$ cat src/rtl/wb_arbiter_pkg.sv
// Shared types and constants for the round-robin Wishbone arbiter.
package wb_arb_pkg;

    localparam int WB_AW = 32;
    localparam int WB_DW = 32;
    localparam int WB_SW = 4;

    // Arbiter FSM: no owner, owner holds the bus, owner aborted by the watchdog.
    typedef enum logic [1:0] {
        IDLE  = 2'd0,
        OWN   = 2'd1,
        ABORT = 2'd2
    } arb_state_t;

    // Watchdog counter width; at least one bit so a disabled watchdog still elaborates.
    function automatic int wd_width(input int timeout_cycles);
        int w;
        w = $clog2(timeout_cycles + 1);
        return (w < 1) ? 1 : w;
    endfunction

endpackage

$ cat src/rtl/wb_arbiter_if.sv
// Bundle of master-side and slave-side Wishbone signals around the arbiter.
// Handshake: a beat transfers on a cycle where cyc & stb & !stall; each
// transferred beat is answered later by exactly one ack or err.
interface wb_arbiter_if import wb_arb_pkg::*; #(
    parameter int NM = 2
);
    // Master side (packed, master k at [W*k +: W])
    logic [NM*WB_AW-1:0] i_m_wb_addr;
    logic [NM*WB_DW-1:0] i_m_wb_data;
    logic [NM*WB_SW-1:0] i_m_wb_sel;
    logic [NM-1:0]       i_m_wb_we;
    logic [NM-1:0]       i_m_wb_cyc;
    logic [NM-1:0]       i_m_wb_stb;
    logic [NM-1:0]       o_m_wb_ack;
    logic [NM*WB_DW-1:0] o_m_wb_data;
    logic [NM-1:0]       o_m_wb_stall;
    logic [NM-1:0]       o_m_wb_err;
    // Slave side, towards the interconnect
    logic [WB_AW-1:0]    o_s_wb_addr;
    logic [WB_DW-1:0]    o_s_wb_data;
    logic [WB_SW-1:0]    o_s_wb_sel;
    logic                o_s_wb_we;
    logic                o_s_wb_cyc;
    logic                o_s_wb_stb;
    logic                i_s_wb_ack;
    logic [WB_DW-1:0]    i_s_wb_data;
    logic                i_s_wb_stall;
    logic                i_s_wb_err;

    // The arbiter's view: slave to the masters, master to the interconnect.
    modport slave (
        input  i_m_wb_addr, i_m_wb_data, i_m_wb_sel, i_m_wb_we, i_m_wb_cyc, i_m_wb_stb,
        output o_m_wb_ack, o_m_wb_data, o_m_wb_stall, o_m_wb_err,
        output o_s_wb_addr, o_s_wb_data, o_s_wb_sel, o_s_wb_we, o_s_wb_cyc, o_s_wb_stb,
        input  i_s_wb_ack, i_s_wb_data, i_s_wb_stall, i_s_wb_err
    );

    // The surroundings' view: bus masters plus interconnect.
    modport master (
        output i_m_wb_addr, i_m_wb_data, i_m_wb_sel, i_m_wb_we, i_m_wb_cyc, i_m_wb_stb,
        input  o_m_wb_ack, o_m_wb_data, o_m_wb_stall, o_m_wb_err,
        input  o_s_wb_addr, o_s_wb_data, o_s_wb_sel, o_s_wb_we, o_s_wb_cyc, o_s_wb_stb,
        output i_s_wb_ack, i_s_wb_data, i_s_wb_stall, i_s_wb_err
    );

endinterface

$ cat src/rtl/wb_arbiter_rr_picker.sv
// Round-robin picker: first requester searching upward from last_owner+1, wrapping.
module rr_picker #(
    parameter int NM = 2
) (
    input  logic [NM-1:0]         i_req,
    input  logic [$clog2(NM)-1:0] i_last,
    output logic [$clog2(NM)-1:0] o_idx,
    output logic                  o_valid
);
    localparam int IW = $clog2(NM);

    logic [IW-1:0] cand;

    // Scan NM candidates starting after the previous owner; the last one tried is the previous owner itself.
    always_comb begin
        o_valid = 1'b0;
        o_idx   = '0;
        cand    = '0;
        for (int i = 1; i <= NM; i++) begin
            cand = IW'((int'(i_last) + i) % NM);
            if (!o_valid && i_req[cand]) begin
                o_valid = 1'b1;
                o_idx   = cand;
            end
        end
    end

endmodule

$ cat src/rtl/wb_arbiter.sv
// Round-robin Wishbone B4 pipelined arbiter with grant locked for the owner's
// whole CYC and a watchdog that aborts a cycle the slave never answers.
module wb_arbiter import wb_arb_pkg::*; #(
    parameter int NM             = 2,
    parameter int TIMEOUT_CYCLES = 1024
) (
    input  logic          i_clk,
    input  logic          i_resetn,
    wb_arbiter_if.slave   bus,
    output logic [NM-1:0] o_grant,
    output logic          o_timeout,
    output arb_state_t    o_state
);
    localparam int IW  = $clog2(NM);
    localparam int WDW = wd_width(TIMEOUT_CYCLES);
    localparam logic [WDW-1:0] WD_MAX  = '1;
    localparam logic [WDW-1:0] WD_LAST = WDW'(TIMEOUT_CYCLES - 1);

    arb_state_t     state_q, state_d;
    logic [IW-1:0]  owner_q, owner_d;
    logic [IW-1:0]  last_q, last_d;
    logic [WDW-1:0] wd_q, wd_d;

    logic [IW-1:0]  pick_idx;
    logic           pick_valid;
    logic           own_cyc;
    logic           s_done;
    logic           wd_fire;

    rr_picker #(.NM(NM)) u_picker (
        .i_req   (bus.i_m_wb_cyc),
        .i_last  (last_q),
        .o_idx   (pick_idx),
        .o_valid (pick_valid)
    );

    assign own_cyc = bus.i_m_wb_cyc[owner_q];
    assign s_done  = bus.i_s_wb_ack | bus.i_s_wb_err;
    // A real slave response on the last allowed cycle beats the watchdog.
    assign wd_fire = (TIMEOUT_CYCLES > 0) && (state_q == OWN) && own_cyc && !s_done
                     && (wd_q == WD_LAST);
    assign o_state = state_q;

    // State, owner, rotation pointer and watchdog registers.
    always_ff @(posedge i_clk or negedge i_resetn) begin
        if (!i_resetn) begin
            state_q <= IDLE;
            owner_q <= '0;
            last_q  <= IW'(NM - 1);
            wd_q    <= '0;
        end else begin
            state_q <= state_d;
            owner_q <= owner_d;
            last_q  <= last_d;
            wd_q    <= wd_d;
        end
    end

    // Next-state logic; the watchdog clears whenever it is not actively counting.
    always_comb begin
        state_d = state_q;
        owner_d = owner_q;
        last_d  = last_q;
        wd_d    = '0;
        case (state_q)
            IDLE: begin
                if (pick_valid) begin
                    state_d = OWN;
                    owner_d = pick_idx;
                end
            end
            OWN: begin
                if (!own_cyc) begin
                    state_d = IDLE;
                    last_d  = owner_q;
                end else if (s_done) begin
                    wd_d = '0;
                end else if (wd_fire) begin
                    state_d = ABORT;
                end else begin
                    wd_d = (wd_q == WD_MAX) ? wd_q : wd_q + 1'b1;
                end
            end
            ABORT: begin
                if (!own_cyc) begin
                    state_d = IDLE;
                    last_d  = owner_q;
                end
            end
            default: state_d = IDLE;
        endcase
    end

    // Bus steering: only the owner in OWN reaches the slave; everyone else is stalled and silent.
    always_comb begin
        bus.o_s_wb_addr  = '0;
        bus.o_s_wb_data  = '0;
        bus.o_s_wb_sel   = '0;
        bus.o_s_wb_we    = 1'b0;
        bus.o_s_wb_cyc   = 1'b0;
        bus.o_s_wb_stb   = 1'b0;
        bus.o_m_wb_ack   = '0;
        bus.o_m_wb_err   = '0;
        bus.o_m_wb_data  = '0;
        bus.o_m_wb_stall = '1;
        o_grant          = '0;
        o_timeout        = 1'b0;
        if (state_q == OWN) begin
            bus.o_s_wb_addr = bus.i_m_wb_addr[owner_q*WB_AW +: WB_AW];
            bus.o_s_wb_data = bus.i_m_wb_data[owner_q*WB_DW +: WB_DW];
            bus.o_s_wb_sel  = bus.i_m_wb_sel[owner_q*WB_SW +: WB_SW];
            bus.o_s_wb_we   = bus.i_m_wb_we[owner_q];
            bus.o_s_wb_cyc  = own_cyc;
            bus.o_s_wb_stb  = bus.i_m_wb_stb[owner_q];
            bus.o_m_wb_ack[owner_q]   = bus.i_s_wb_ack;
            bus.o_m_wb_err[owner_q]   = bus.i_s_wb_err | wd_fire;
            bus.o_m_wb_stall[owner_q] = bus.i_s_wb_stall;
            bus.o_m_wb_data[owner_q*WB_DW +: WB_DW] = bus.i_s_wb_data;
            o_timeout = wd_fire;
        end
        if (state_q != IDLE) begin
            o_grant[owner_q] = 1'b1;
        end
    end

endmodule

$ cat src/flat_wrapper.sv
// flat-port wrapper written by rule: the top's interface ports become plain ports
module wb_arbiter_flat import wb_arb_pkg::*;
#(
    parameter int NM             = 2,
    parameter int TIMEOUT_CYCLES = 1024
)
  (i_clk, i_resetn, o_grant, o_timeout, o_state, bus_i_m_wb_addr, bus_i_m_wb_data, bus_i_m_wb_sel, bus_i_m_wb_we, bus_i_m_wb_cyc, bus_i_m_wb_stb, bus_o_m_wb_ack, bus_o_m_wb_data, bus_o_m_wb_stall, bus_o_m_wb_err, bus_o_s_wb_addr, bus_o_s_wb_data, bus_o_s_wb_sel, bus_o_s_wb_we, bus_o_s_wb_cyc, bus_o_s_wb_stb, bus_i_s_wb_ack, bus_i_s_wb_data, bus_i_s_wb_stall, bus_i_s_wb_err);
  wb_arbiter_if #(.NM(NM)) bus_i ();
  input  logic i_clk;
  input  logic i_resetn;
  output logic [NM-1:0] o_grant;
  output logic o_timeout;
  output arb_state_t o_state;
  input wire logic [$bits(bus_i.i_m_wb_addr)-1:0] bus_i_m_wb_addr;
  input wire logic [$bits(bus_i.i_m_wb_data)-1:0] bus_i_m_wb_data;
  input wire logic [$bits(bus_i.i_m_wb_sel)-1:0] bus_i_m_wb_sel;
  input wire logic [$bits(bus_i.i_m_wb_we)-1:0] bus_i_m_wb_we;
  input wire logic [$bits(bus_i.i_m_wb_cyc)-1:0] bus_i_m_wb_cyc;
  input wire logic [$bits(bus_i.i_m_wb_stb)-1:0] bus_i_m_wb_stb;
  output wire logic [$bits(bus_i.o_m_wb_ack)-1:0] bus_o_m_wb_ack;
  output wire logic [$bits(bus_i.o_m_wb_data)-1:0] bus_o_m_wb_data;
  output wire logic [$bits(bus_i.o_m_wb_stall)-1:0] bus_o_m_wb_stall;
  output wire logic [$bits(bus_i.o_m_wb_err)-1:0] bus_o_m_wb_err;
  output wire logic [$bits(bus_i.o_s_wb_addr)-1:0] bus_o_s_wb_addr;
  output wire logic [$bits(bus_i.o_s_wb_data)-1:0] bus_o_s_wb_data;
  output wire logic [$bits(bus_i.o_s_wb_sel)-1:0] bus_o_s_wb_sel;
  output wire logic [$bits(bus_i.o_s_wb_we)-1:0] bus_o_s_wb_we;
  output wire logic [$bits(bus_i.o_s_wb_cyc)-1:0] bus_o_s_wb_cyc;
  output wire logic [$bits(bus_i.o_s_wb_stb)-1:0] bus_o_s_wb_stb;
  input wire logic [$bits(bus_i.i_s_wb_ack)-1:0] bus_i_s_wb_ack;
  input wire logic [$bits(bus_i.i_s_wb_data)-1:0] bus_i_s_wb_data;
  input wire logic [$bits(bus_i.i_s_wb_stall)-1:0] bus_i_s_wb_stall;
  input wire logic [$bits(bus_i.i_s_wb_err)-1:0] bus_i_s_wb_err;
  assign bus_i.i_m_wb_addr = bus_i_m_wb_addr;
  assign bus_i.i_m_wb_data = bus_i_m_wb_data;
  assign bus_i.i_m_wb_sel = bus_i_m_wb_sel;
  assign bus_i.i_m_wb_we = bus_i_m_wb_we;
  assign bus_i.i_m_wb_cyc = bus_i_m_wb_cyc;
  assign bus_i.i_m_wb_stb = bus_i_m_wb_stb;
  assign bus_o_m_wb_ack = bus_i.o_m_wb_ack;
  assign bus_o_m_wb_data = bus_i.o_m_wb_data;
  assign bus_o_m_wb_stall = bus_i.o_m_wb_stall;
  assign bus_o_m_wb_err = bus_i.o_m_wb_err;
  assign bus_o_s_wb_addr = bus_i.o_s_wb_addr;
  assign bus_o_s_wb_data = bus_i.o_s_wb_data;
  assign bus_o_s_wb_sel = bus_i.o_s_wb_sel;
  assign bus_o_s_wb_we = bus_i.o_s_wb_we;
  assign bus_o_s_wb_cyc = bus_i.o_s_wb_cyc;
  assign bus_o_s_wb_stb = bus_i.o_s_wb_stb;
  assign bus_i.i_s_wb_ack = bus_i_s_wb_ack;
  assign bus_i.i_s_wb_data = bus_i_s_wb_data;
  assign bus_i.i_s_wb_stall = bus_i_s_wb_stall;
  assign bus_i.i_s_wb_err = bus_i_s_wb_err;
  wb_arbiter #(.NM(NM), .TIMEOUT_CYCLES(TIMEOUT_CYCLES)) u_core (.i_clk(i_clk), .i_resetn(i_resetn), .bus(bus_i), .o_grant(o_grant), .o_timeout(o_timeout), .o_state(o_state));
endmodule
$ cat config.mk
export PLATFORM = sky130hd
export DESIGN_NAME = wb_arbiter_flat
export DESIGN_NICKNAME = d
export VERILOG_FILES = /design/src/rtl/wb_arbiter_pkg.sv /design/src/rtl/wb_arbiter_if.sv /design/src/rtl/wb_arbiter_rr_picker.sv /design/src/rtl/wb_arbiter.sv /design/src/flat_wrapper.sv
export SDC_FILE = /design/constraint.sdc
export NUM_CORES = 1
export LEC_CHECK = 0
export ABC_AREA = 0
export CAP_MARGIN = 20
export CORE_AREA = 2 2 127 129
export DETAILED_ROUTE_END_ITERATION = 16
export DIE_AREA = 0 0 129 131
export PLACE_DENSITY = 0.58
export SYNTH_ARGS = -nofsm -noshare
export SYNTH_HDL_FRONTEND = slang
export SYNTH_SLANG_ARGS = --single-unit
$ cat constraint.sdc
create_clock -name i_clk -period 1.97 [get_ports i_clk]
set_input_delay 0.394 -clock i_clk [delete_from_list [all_inputs] [get_ports i_clk]]
set_output_delay 0.394 -clock i_clk [all_outputs]
set_load 0.02 [all_outputs]
==> results.py <==
metrics = {
    "logic_synthesis": {
        "ys_ff_latch": 15,
        "async_reset_ff_frac": 1.00,
        "syn_inst": 330,
        "avgSynthCellArea_sq_um": 7.72,
        "yosysWarnings": 0,
        "synth_top_cell_by_area": "mux2i_1",
        "ys_seq_area_frac": 0.148,
        "synthDistinctLibCells": 39,
        "synth_edf_count": 0,
        "syn_nets": 513,
        "synth_top_cells_by_area": "mux2i_1 (28%), nor2b_1 (18%), dfrtp_1 (14%)",
        "synth_top_area_share": 0.283,
        "syn_area_sq_mm": 0.00255,
        "post-synth-top-count-cell": "nor2b_1",
        "synth_flop_cell": "dfrtp_1",
        "synthTopCellsByCount": "nor2b_1 (74), mux2i_1 (72), and2_1 (35), and3_1 (35), clkbuf_1 (21)",
    },
    "timing": {
        "post-route-period-util": 1.16,
        "grt_setup_unrepaired": "true",
        "fin_crit_ns": 2.28,
        "setup_tns_ns": -7.87,
        "final_max_slew_viol_count": 0,
        "tightestPinTransition_ns": 0.312,
        "maxSlewHeadroom": 0.791,
        "fin_ws_ns": -0.307,
        "setup_viol": 93,
        "hold_viol_final": 0,
        "fin_skew_ns": 0.000850,
        "fmax_mhz": 439,
    },
    "power_and_ir_drop": {
        "swShare": 0.408,
        "pwr-share-seq": 0.034,
        "clkPwrFrac": 0.034,
        "p_int_mw": 6.92,
        "leakage_nw": 3.77,
        "vdd_ir_drop_max_v": 0.000531,
        "switchingPower_mw": 4.77,
        "p_comb_frac": 0.932,
        "p_per_area_mw_per_mm2": 1380,
    },
    "cts": {
        "root_buffer": "clkbuf_16",
        "cts_htree_levels": 1,
        "cts_buffers": 3,
        "max-clock-path-buffers": 2,
        "clk_pin_slew_ns": 0.05,
        "cts_tree": "yes",
        "clk_latency_ns": 0.25,
        "clock_sinks": 15,
    },
    "global_routing": {
        "grt_max_degree": 49,
        "antenna_found_initial": 0,
        "grt_pass1_wl_microns": 21100,
        "grt_overflow": 0,
        "grt_usage": 0.160,
        "grt_pass1_vias": 3792,
    },
    "placed_design": {
        "post_dp_cell_area_sq_mm": 0.00644,
        "gp_congestion": 0.834,
        "dpl.hpwl_microns": 11200,
        "portBuffers": 324,
        "post-place-ws_ns": -0.969,
    },
    "setup_path": {
        "path_buf_inv": 1,
        "required_ns": 1.58,
        "path_cells": "mux2i_2 > or4b_4 > o21ba_4 > nor2b_4 > buf_6",
        "max_stage_delay_ns": 0.50,
        "crit_slowest_cell": "or4b_4",
        "start_kind": "flop",
        "crit_family": "simple AND/OR/NAND/NOR gates",
        "end_kind": "output pin",
        "path_max_fanout": 2,
        "critPathArrivalTime_ns": 1.88,
        "worstSetupPathType": "reg2out",
    },
    "layout": {
        "final_area_sq_mm": 0.00849,
        "fin_util": 0.544,
        "syn2layout_area_growth_pct": 233,
        "n_antenna_cell": 0,
        "drive_gt1_frac": 0.586,
        "nets": 918,
    },
    "die": {
        "row_count": 46,
        "die_area_sq_mm": 0.0169,
        "core_sq_mm": 0.0156,
        "pin_count": 325,
        "die_x_microns": 129,
        "initial_core_util": 0.163,
        "die_h_microns": 131,
    },
    "drt": {
        "drc": 0,
        "drt-vias-per-instance": 4.27,
        "drtAntennaViolNets": 0,
        "routed_wl_microns": 17400,
        "drtIter0Drc": 101,
        "first_pass_iters": 4,
        "wl_per_cell_microns": 18.3,
        "vias": 4052,
    },
    "min_path": {
        "hold_class": "in2async",
    },
    "run": {
        "drv_cap": 0,
    },
    "status": {
        "violations": "negative setup slack",
        "outcome": "finished with violations",
    },
}
-- routing by layer --
metal  routed length [microns]  global-route usage  up-vias  part of all wire
met3                       871              0.0183       14             0.050
met2                      9380               0.311      149              0.54
met1                      7000               0.190     1937              0.40
li1                          -                   -     1952                 -
met5                         0                   0        -                 0
met4                       180              0.0288        0             0.010
-- area by class of cell --
type | count | area (sq um)
Fill cell | 1384 | 7110
Tap cell | 216 | 270
Clock buffer | 3 | 75.1
Clock inverter | 1 | 5.00
Inverter | 4 | 15.0
Timing Repair Buffer | 428 | 4740
Sequential cell | 15 | 383
Multi-Input combinational cell | 283 | 3000
-- state kept, by name, summed over array words and instances (netlist names) --
register and count:
u_core.owner_q 1, u_core.wd_q 11, u_core.last_q 1, u_core.o_state 2
-- through the flow --
step | hold slack, ns | total power, mW | std cells
floorplan | 0.0984 | 4.05 | 330
global placement | 0.527 | 7.07 | 878
detailed placement | 0.526 | 7.10 | 878
CTS | 0.457 | 8.47 | 907
global route | 0.474 | 12.2 | 950
finish | 0.455 | 11.7 | 950
-- kinds of logic (layout without fill, tap and decap cells) --
family,count (synthesis),in the layout,synth area share
xor+xnor,5,5,0.0172
mux,72,72,0.283
buf+inv,32,436,0.0491
flops,15,15,0.148
fa+ha+maj,4,4,0.0196
simple gates,184,184,0.430
compound gates,18,18,0.0535
-- final timing paths --
path,startpoint,depth (start not counted),slack [ns],endpoint
setup / recovery,u_core.owner_q,5,-0.31,bus_o_m_wb_err[0]
hold / removal,i_resetn,2,0.45,u_core.wd_q[1]
setup reg to reg,u_core.owner_q,5,0.03,u_core.o_state[0]
hold reg to reg,u_core.last_q,2,0.53,u_core.last_q
max in group asynchronous,i_resetn,2,1.27,u_core.last_q
min in group i_clk,u_core.last_q,2,0.53,u_core.last_q
-- timing repair --
action	in CTS	in global routing
gates resized for setup	605	462
setup buffers	18	29
hold buffers	0	0
endpoints found under the setup margin	146	154
pin swaps	12	22
cloned	8	15
-- layout by cell type, fill, tap and decap left out, types with 2 or more instances in the layout --
master and instances:
dlygate4sd2_1 2, buf_6 155, inv_1 3, xnor2_1 2, a21oi_1 4, clkbuf_16 13
nor2_4 2, mux2i_1 39, buf_16 11, nor2b_4 42, a211oi_1 2, buf_12 6
and2_4 33, and3_1 2, ha_1 2, clkdlybuf4s50_1 178, mux2i_2 16, xor2_1 3
nor2_1 15, dfrtp_2 2, and3_4 33, nand2_1 5, nor2b_2 19, nor2b_1 13
buf_4 60, buf_8 4, nand3_1 3, mux2i_4 17, dfrtp_1 11, and2_1 2
nor3_1 3
-- power by group through the flow --
stage          Combinational [mW]  Sequential [mW]  Clock, mW
2_1_floorplan                3.65            0.397          0
3_3_place_gp                 6.69            0.387          0
3_5_place_dp                 6.71            0.388          0
4_1_cts                      7.68            0.386      0.409
5_1_grt                      11.4            0.397      0.426
6_report                     10.9            0.392      0.401
(Power assumes the default switching activity.)
